$ cat src/rtl/zigbee_pkg.sv
// Shared ZigBee transmit-path definitions: framer state encoding, PPDU
// framing constants and small helpers used by the framing stage.
package zigbee_pkg;

    typedef enum logic [2:0] {
        FR_IDLE     = 3'd0,
        FR_PREAMBLE = 3'd1,
        FR_SFD      = 3'd2,
        FR_PHR      = 3'd3,
        FR_PAYLOAD  = 3'd4,
        FR_DONE     = 3'd5
    } framer_state_e;

    localparam logic [7:0]  SFD_DEFAULT              = 8'hA7;
    localparam int unsigned PREAMBLE_NIBBLES_DEFAULT = 8;
    localparam int unsigned MAX_PSDU_LEN             = 127;

    // Payload length in bytes -> number of 4-bit symbols on air.
    function automatic logic [7:0] payload_nibbles(input logic [6:0] len);
        return {len, 1'b0};
    endfunction

    function automatic framer_state_e framer_next(input framer_state_e st);
        case (st)
            FR_PREAMBLE: return FR_SFD;
            FR_SFD:      return FR_PHR;
            FR_PHR:      return FR_PAYLOAD;
            FR_PAYLOAD:  return FR_DONE;
            default:     return FR_IDLE;
        endcase
    endfunction

endpackage

$ cat src/rtl/ppdu_framer.sv
// Transmit framing stage: writes preamble, SFD, PHR and the payload nibbles
// of one 802.15.4 PPDU into the inFIFO, honouring its full flag.
module ppdu_framer
    import zigbee_pkg::*;
#(
    parameter int unsigned PREAMBLE_NIBBLES = PREAMBLE_NIBBLES_DEFAULT,
    parameter logic [7:0]  SFD              = SFD_DEFAULT
) (
    input  logic       inClock,
    input  logic       inReset,
    input  logic       inStart,
    input  logic [6:0] inLength,
    input  logic [3:0] inPayData,
    input  logic       inPayValid,
    output logic       outPayReady,
    input  logic       inFifoFull,
    output logic [3:0] outData,
    output logic       outWriteEnable,
    output logic       outBusy,
    output logic       outDone,
    output logic       outError
);

    localparam logic [7:0] PRE_LAST = 8'(PREAMBLE_NIBBLES - 1);

    framer_state_e r_state;
    framer_state_e w_state_next;
    logic [7:0]    r_cnt;
    logic [7:0]    w_cnt_next;
    logic [6:0]    r_len;
    logic [6:0]    w_len_next;
    logic          r_error;
    logic          w_error_next;
    logic          w_write;
    logic          w_last;
    logic          w_pay_ready;
    logic [3:0]    w_data;
    logic [7:0]    w_pay_last;

    assign w_pay_last = payload_nibbles(r_len) - 8'd1;

    // Next-state, counter update and symbol mux; counter only moves on a real write.
    always_comb begin
        w_state_next = r_state;
        w_cnt_next   = r_cnt;
        w_len_next   = r_len;
        w_error_next = 1'b0;
        w_write      = 1'b0;
        w_last       = 1'b0;
        w_pay_ready  = 1'b0;
        w_data       = 4'h0;
        case (r_state)
            FR_IDLE: begin
                if (inStart) begin
                    if (inLength != 7'd0) begin
                        w_state_next = FR_PREAMBLE;
                        w_len_next   = inLength;
                        w_cnt_next   = 8'd0;
                    end else begin
                        w_error_next = 1'b1;
                    end
                end else begin
                    w_state_next = FR_IDLE;
                end
            end
            FR_PREAMBLE: begin
                w_write = ~inFifoFull;
                w_last  = (r_cnt == PRE_LAST);
            end
            FR_SFD: begin
                w_write = ~inFifoFull;
                w_data  = (r_cnt == 8'd0) ? SFD[3:0] : SFD[7:4];
                w_last  = (r_cnt == 8'd1);
            end
            FR_PHR: begin
                w_write = ~inFifoFull;
                w_data  = (r_cnt == 8'd0) ? r_len[3:0] : {1'b0, r_len[6:4]};
                w_last  = (r_cnt == 8'd1);
            end
            FR_PAYLOAD: begin
                w_pay_ready = ~inFifoFull;
                w_write     = inPayValid & ~inFifoFull;
                w_data      = inPayData;
                w_last      = (r_cnt == w_pay_last);
            end
            FR_DONE: begin
                w_state_next = FR_IDLE;
            end
            default: begin
                w_state_next = FR_IDLE;
            end
        endcase
        if (w_write) begin
            if (w_last) begin
                w_cnt_next   = 8'd0;
                w_state_next = framer_next(r_state);
            end else begin
                w_cnt_next = r_cnt + 8'd1;
            end
        end else begin
            w_cnt_next = w_cnt_next;
        end
    end

    // State, counter, length and error-pulse registers.
    always_ff @(posedge inClock) begin
        if (inReset) begin
            r_state <= FR_IDLE;
            r_cnt   <= 8'd0;
            r_len   <= 7'd0;
            r_error <= 1'b0;
        end else begin
            r_state <= w_state_next;
            r_cnt   <= w_cnt_next;
            r_len   <= w_len_next;
            r_error <= w_error_next;
        end
    end

    assign outData        = w_data;
    assign outWriteEnable = w_write;
    assign outPayReady    = w_pay_ready;
    assign outBusy        = (r_state != FR_IDLE);
    assign outDone        = (r_state == FR_DONE);
    assign outError       = r_error;

endmodule

$ cat config.mk
export PLATFORM = sky130hd
export DESIGN_NAME = ppdu_framer
export DESIGN_NICKNAME = d
export VERILOG_FILES = /design/src/rtl/zigbee_pkg.sv /design/src/rtl/ppdu_framer.sv
export SDC_FILE = /design/constraint.sdc
export NUM_CORES = 1
export LEC_CHECK = 0
export ABC_AREA = 0
export CAP_MARGIN = 30
export CELL_PAD_IN_SITES_DETAIL_PLACEMENT = 0
export CELL_PAD_IN_SITES_GLOBAL_PLACEMENT = 1
export CORE_MARGIN = 4
export CORE_UTILIZATION = 41
export DETAILED_ROUTE_END_ITERATION = 10
export MAX_ROUTING_LAYER = met4
export PLACE_DENSITY = 0.88
export SYNTH_ARGS = -nofsm -noshare
export SYNTH_HDL_FRONTEND = slang
export SYNTH_SLANG_ARGS = --single-unit
$ cat constraint.sdc
create_clock -name inClock -period 5.35 [get_ports inClock]
set_input_delay 0.535 -clock inClock [delete_from_list [all_inputs] [get_ports inClock]]
set_output_delay 0.535 -clock inClock [all_outputs]
set_load 0.005 [all_outputs]
==> out/summary.txt <==
PLACE
------------------------------------------------------------------------------------------------------
Count of input and output buffers .......................................................           24
Sum of net half-perimeters after detailed placement .....................................      2900 um
Setup Slack @ Placement .................................................................      2.25 ns
Final GP Congestion .....................................................................        0.900

CRITICAL PATH
------------------------------------------------------------------------------------------------------
Required time at the endpoint of the critical path ......................................      5.57 ns
Startpoint type of the worst setup path .................................................     register
R2R Path End ............................................................................ r_cnt[4]$_SDFFE_PP0P_
Endpoint kind of the worst setup timing path ............................................     register
Minimum setup slack among reg-to-reg paths ..............................................      2.32 ns
Peak fanout along the critical path .....................................................           11
Critical path's largest stage delay .....................................................      0.71 ns
Category of the most critical setup path ................................................      reg2reg
Buffers plus inverters on the worst setup path ..........................................            1
Cells traversed along the worst timing path ............................................. inv_1 > ha_1 > nor3b_1 > xnor3_1 > a32o_1 > a22oi_1 > o31ai_1 > o311ai_1
Critical path's top delay family ........................................................ compound AO/OA/AOI/OAI gates
Number of cells traversed by the worst register-to-register path ........................            8
WP data arrival .........................................................................      3.25 ns
Critical R2R Launch ..................................................................... r_len[0]$_SDFFE_PP0P_
Crit. Startpoint ........................................................................ r_len[0]$_SDFFE_PP0P_
Cell with the biggest individual delay on the critical path .............................      a22oi_1

STA
------------------------------------------------------------------------------------------------------
Post-route setup TNS ....................................................................         0 ns
Min Clock Period, post-route ............................................................      3.03 ns
Final Max Slew Viols ....................................................................            0
Count of endpoints failing hold in the final timing report ..............................            0
Worst Tran Pin Value ....................................................................     0.883 ns
Setup repair after global routing missed its margin .....................................           no
Final worst-path cycle share ............................................................        56.6%
Post-layout worst setup margin ..........................................................      2.32 ns
Maximum clock frequency .................................................................    0.330 GHz
Worst-case headroom to the max-slew limit ...............................................        41.1%
Final Skew ..............................................................................    0.0156 ns
Final count of negative-setup-slack endpoints ...........................................            0

SYNTH
------------------------------------------------------------------------------------------------------
Instance count of the mapped netlist ....................................................          179
Share of flip-flops with an asynchronous set or reset ...................................           0%
Syn Std Cell Area .......................................................................    1420 um^2
Number of distinct library cells after synthesis ........................................           51
Main synth FF type ......................................................................      dfxtp_1
Warnings from Yosys .....................................................................            0
Number of enable flip-flop cells after synthesis ........................................            0
Post-Syn Nets ...........................................................................          198
Synth Area per Inst .....................................................................    7.92 um^2
Post-synthesis sequential element count .................................................           19
Sequential element share of the synthesized area ........................................        26.8%

DIE
------------------------------------------------------------------------------------------------------
Standard-cell rows ......................................................................           21
Die area ................................................................................    4460 um^2
Core box area ...........................................................................    3340 um^2
Die Y ...................................................................................      66.8 um
Starting utilization of the core area ...................................................        42.5%
Count of pins on the block boundary .....................................................           25
Die extent in x .........................................................................      66.8 um

LAYOUT
------------------------------------------------------------------------------------------------------
Layout overhead on the synthesized area .................................................        19.0%
Number of nets at the end of the flow ...................................................          215
Number of diodes added for antenna fixing ...............................................            0
Fraction of layout instances using a drive strength above 1 .............................        5.64%
Number of filler instances in the final layout ..........................................          348

CLOCK NETWORK
------------------------------------------------------------------------------------------------------
# clock sinks ...........................................................................           19
Buffer count from post-CTS setup fixing .................................................            0
Resized Gates After CTS .................................................................            0
Level count of the clock H-tree .........................................................            1
Clock buffer depth ......................................................................            2
Clock transition at the register clock pins on the worst setup and hold paths after CTS .      0.12 ns
Root buffer cell ........................................................................     clkbuf_4
Number of hold-repair buffers added at the cts stage ....................................            0
Number of clock buffers inserted by TritonCTS ...........................................            3
CTS tree ................................................................................         done
Worst-skew pair later-pin latency .......................................................      0.30 ns

DRT
------------------------------------------------------------------------------------------------------
Via count ...............................................................................         1433
1st-pass router iterations ..............................................................            4
Wirelength per Cell .....................................................................      15.9 um
Number of DRC violations after detailed routing .........................................            0
Initial detailed-routing violation count ................................................           95
Total routed wirelength .................................................................      3840 um
Via-per-instance ratio ..................................................................         5.95
Count of antenna-violating nets left after detailed routing .............................            0

WORST HOLD PATH
------------------------------------------------------------------------------------------------------
Min-delay src ........................................................................... r_len[6]$_SDFFE_PP0P_
Type of the worst min-delay path ........................................................      reg2reg
Cells on Worst Hold Path ................................................................            2
Worst hold endpoint ..................................................................... r_len[6]$_SDFFE_PP0P_

GLOBAL ROUTING
------------------------------------------------------------------------------------------------------
First-pass GRT wire length ..............................................................      6340 um
Overflow left after global routing ......................................................            0
Number of antenna violations at the first check in global routing .......................            0
Via count of the first global-routing pass ..............................................         1340
Pin count of the biggest net entering global routing ....................................           16
Overall fraction of global-route tracks in use ..........................................        18.5%

FLOW RUN
------------------------------------------------------------------------------------------------------
MaxCap Viol Count .......................................................................            0

POWER
------------------------------------------------------------------------------------------------------
Total power density per cell area .......................................................  198 nW/um^2
Total Power Consumption .................................................................       334 uW
Pleak ...................................................................................  0.000627 uW
Maximum VDD drop ........................................................................    0.0881 mV

RUN STATUS
------------------------------------------------------------------------------------------------------
Status .................................................................................. finished, final reports clean

worst max path at each step:
stage / depth (start not counted) / to
floorplan: 8 / r_state[1]$_SDFF_PP0_
global placement: 6 / r_cnt[3]$_SDFFE_PP0P_
detailed placement: 6 / r_cnt[3]$_SDFFE_PP0P_
CTS: 8 / r_cnt[4]$_SDFFE_PP0P_
global route: 8 / r_cnt[4]$_SDFFE_PP0P_
finish: 8 / r_cnt[4]$_SDFFE_PP0P_
synth_stat cells (2+ instances only):
master,number,share of area [%]
a21o_1,2,1.1
a21oi_1,10,3.5
a22oi_1,9,4.8
and2_1,2,0.88
and3_1,6,2.6
buf_2,3,1.1
clkbuf_1,8,2.1
dfxtp_1,19,27
ha_1,3,2.6
inv_1,6,1.6
mux2i_1,6,4.2
nand2_1,7,1.9
nand2b_1,4,1.8
nand3_1,5,1.8
nor2_1,19,5.0
nor2b_1,3,1.3
nor3_1,3,1.1
nor4_1,3,1.3
nor4b_1,2,1.2
o211ai_1,4,2.1
o21ai_0,8,2.8
o22ai_1,3,1.3
o311ai_1,6,3.7
or2_2,3,1.3
or3_1,5,2.2
or4_1,2,1.1
xnor2_1,2,1.2
xor2_1,3,1.9
area by class of cell:
type / instances / area (um^2) / area share [%]
sequential: 19 / 380 / 22.6
inverter: 7 / 26.3 / 1.56
multi-input combinational: 141 / 955 / 56.6
timing repair buffer: 24 / 240 / 14.2
tap: 46 / 57.6 / 3.41
clock buffer: 3 / 22.5 / 1.34
clock inverter: 1 / 5.00 / 0.297
per-stage QoR:
stage	utilization (%)	hold slack, ns	area [um^2]	instances
global route	50.5	0.601	1690	241
CTS	50.5	0.555	1690	241
floorplan	-	0.494	1420	179
detailed placement	49.7	0.538	1660	237
global placement	49.7	0.540	1660	237
finish	50.5	0.555	1690	241
report_power, final:
part / internal, uW / total [uW] / switching (uW)
sequential: 149 / 165 / 15.7
clock: 27.8 / 73.9 / 46.1
combinational: 45.8 / 95.2 / 49.4
routing by layer:
layer	wire, um	share of wire (%)	GRT usage (%)
met2	1810	47	30.4
met5	0	0	-
met3	217	5.7	2.36
met4	25	0.65	4.31
met1	1790	47	24.1
worst reg2reg max path: stages, from the launching register on:
cell and delay, ns:
dfxtp_1 0.37, inv_1 0.10, ha_1 0.20, nor3b_1 0.37, xnor3_1 0.28, a32o_1 0.26, a22oi_1 0.71, o31ai_1 0.33
o311ai_1 0.34
kinds of logic (layout without fill, tap and decap cells):
| family | count (synthesis) | count (layout) | share of synthesized area (%) |
|---|---|---|---|
| buf+inv | 19 | 35 | 5.82 |
| xor+xnor | 6 | 6 | 4.68 |
| compound gates | 53 | 53 | 26.1 |
| fa+ha+maj | 3 | 3 | 2.65 |
| mux | 6 | 6 | 4.24 |
| flops | 19 | 19 | 26.8 |
| simple gates | 73 | 73 | 29.7 |
cell usage in the layout, fill, tap and decap left out, types with 4 or more instances in the layout:
cell,n
or3_1,5
clkdlybuf4s50_1,24
o21ai_0,8
and3_1,6
mux2i_1,6
nand2b_1,4
a21oi_1,10
nor2_1,19
inv_1,6
o211ai_1,4
nand2_1,7
dfxtp_1,19
a22oi_1,9
nand3_1,5
o311ai_1,6
sequential cells by signal (all words and copies together) (netlist names):
register,cells
r_state,3
outError,1
r_cnt,8
r_len,7
Power figures use the tool's default switching activity.
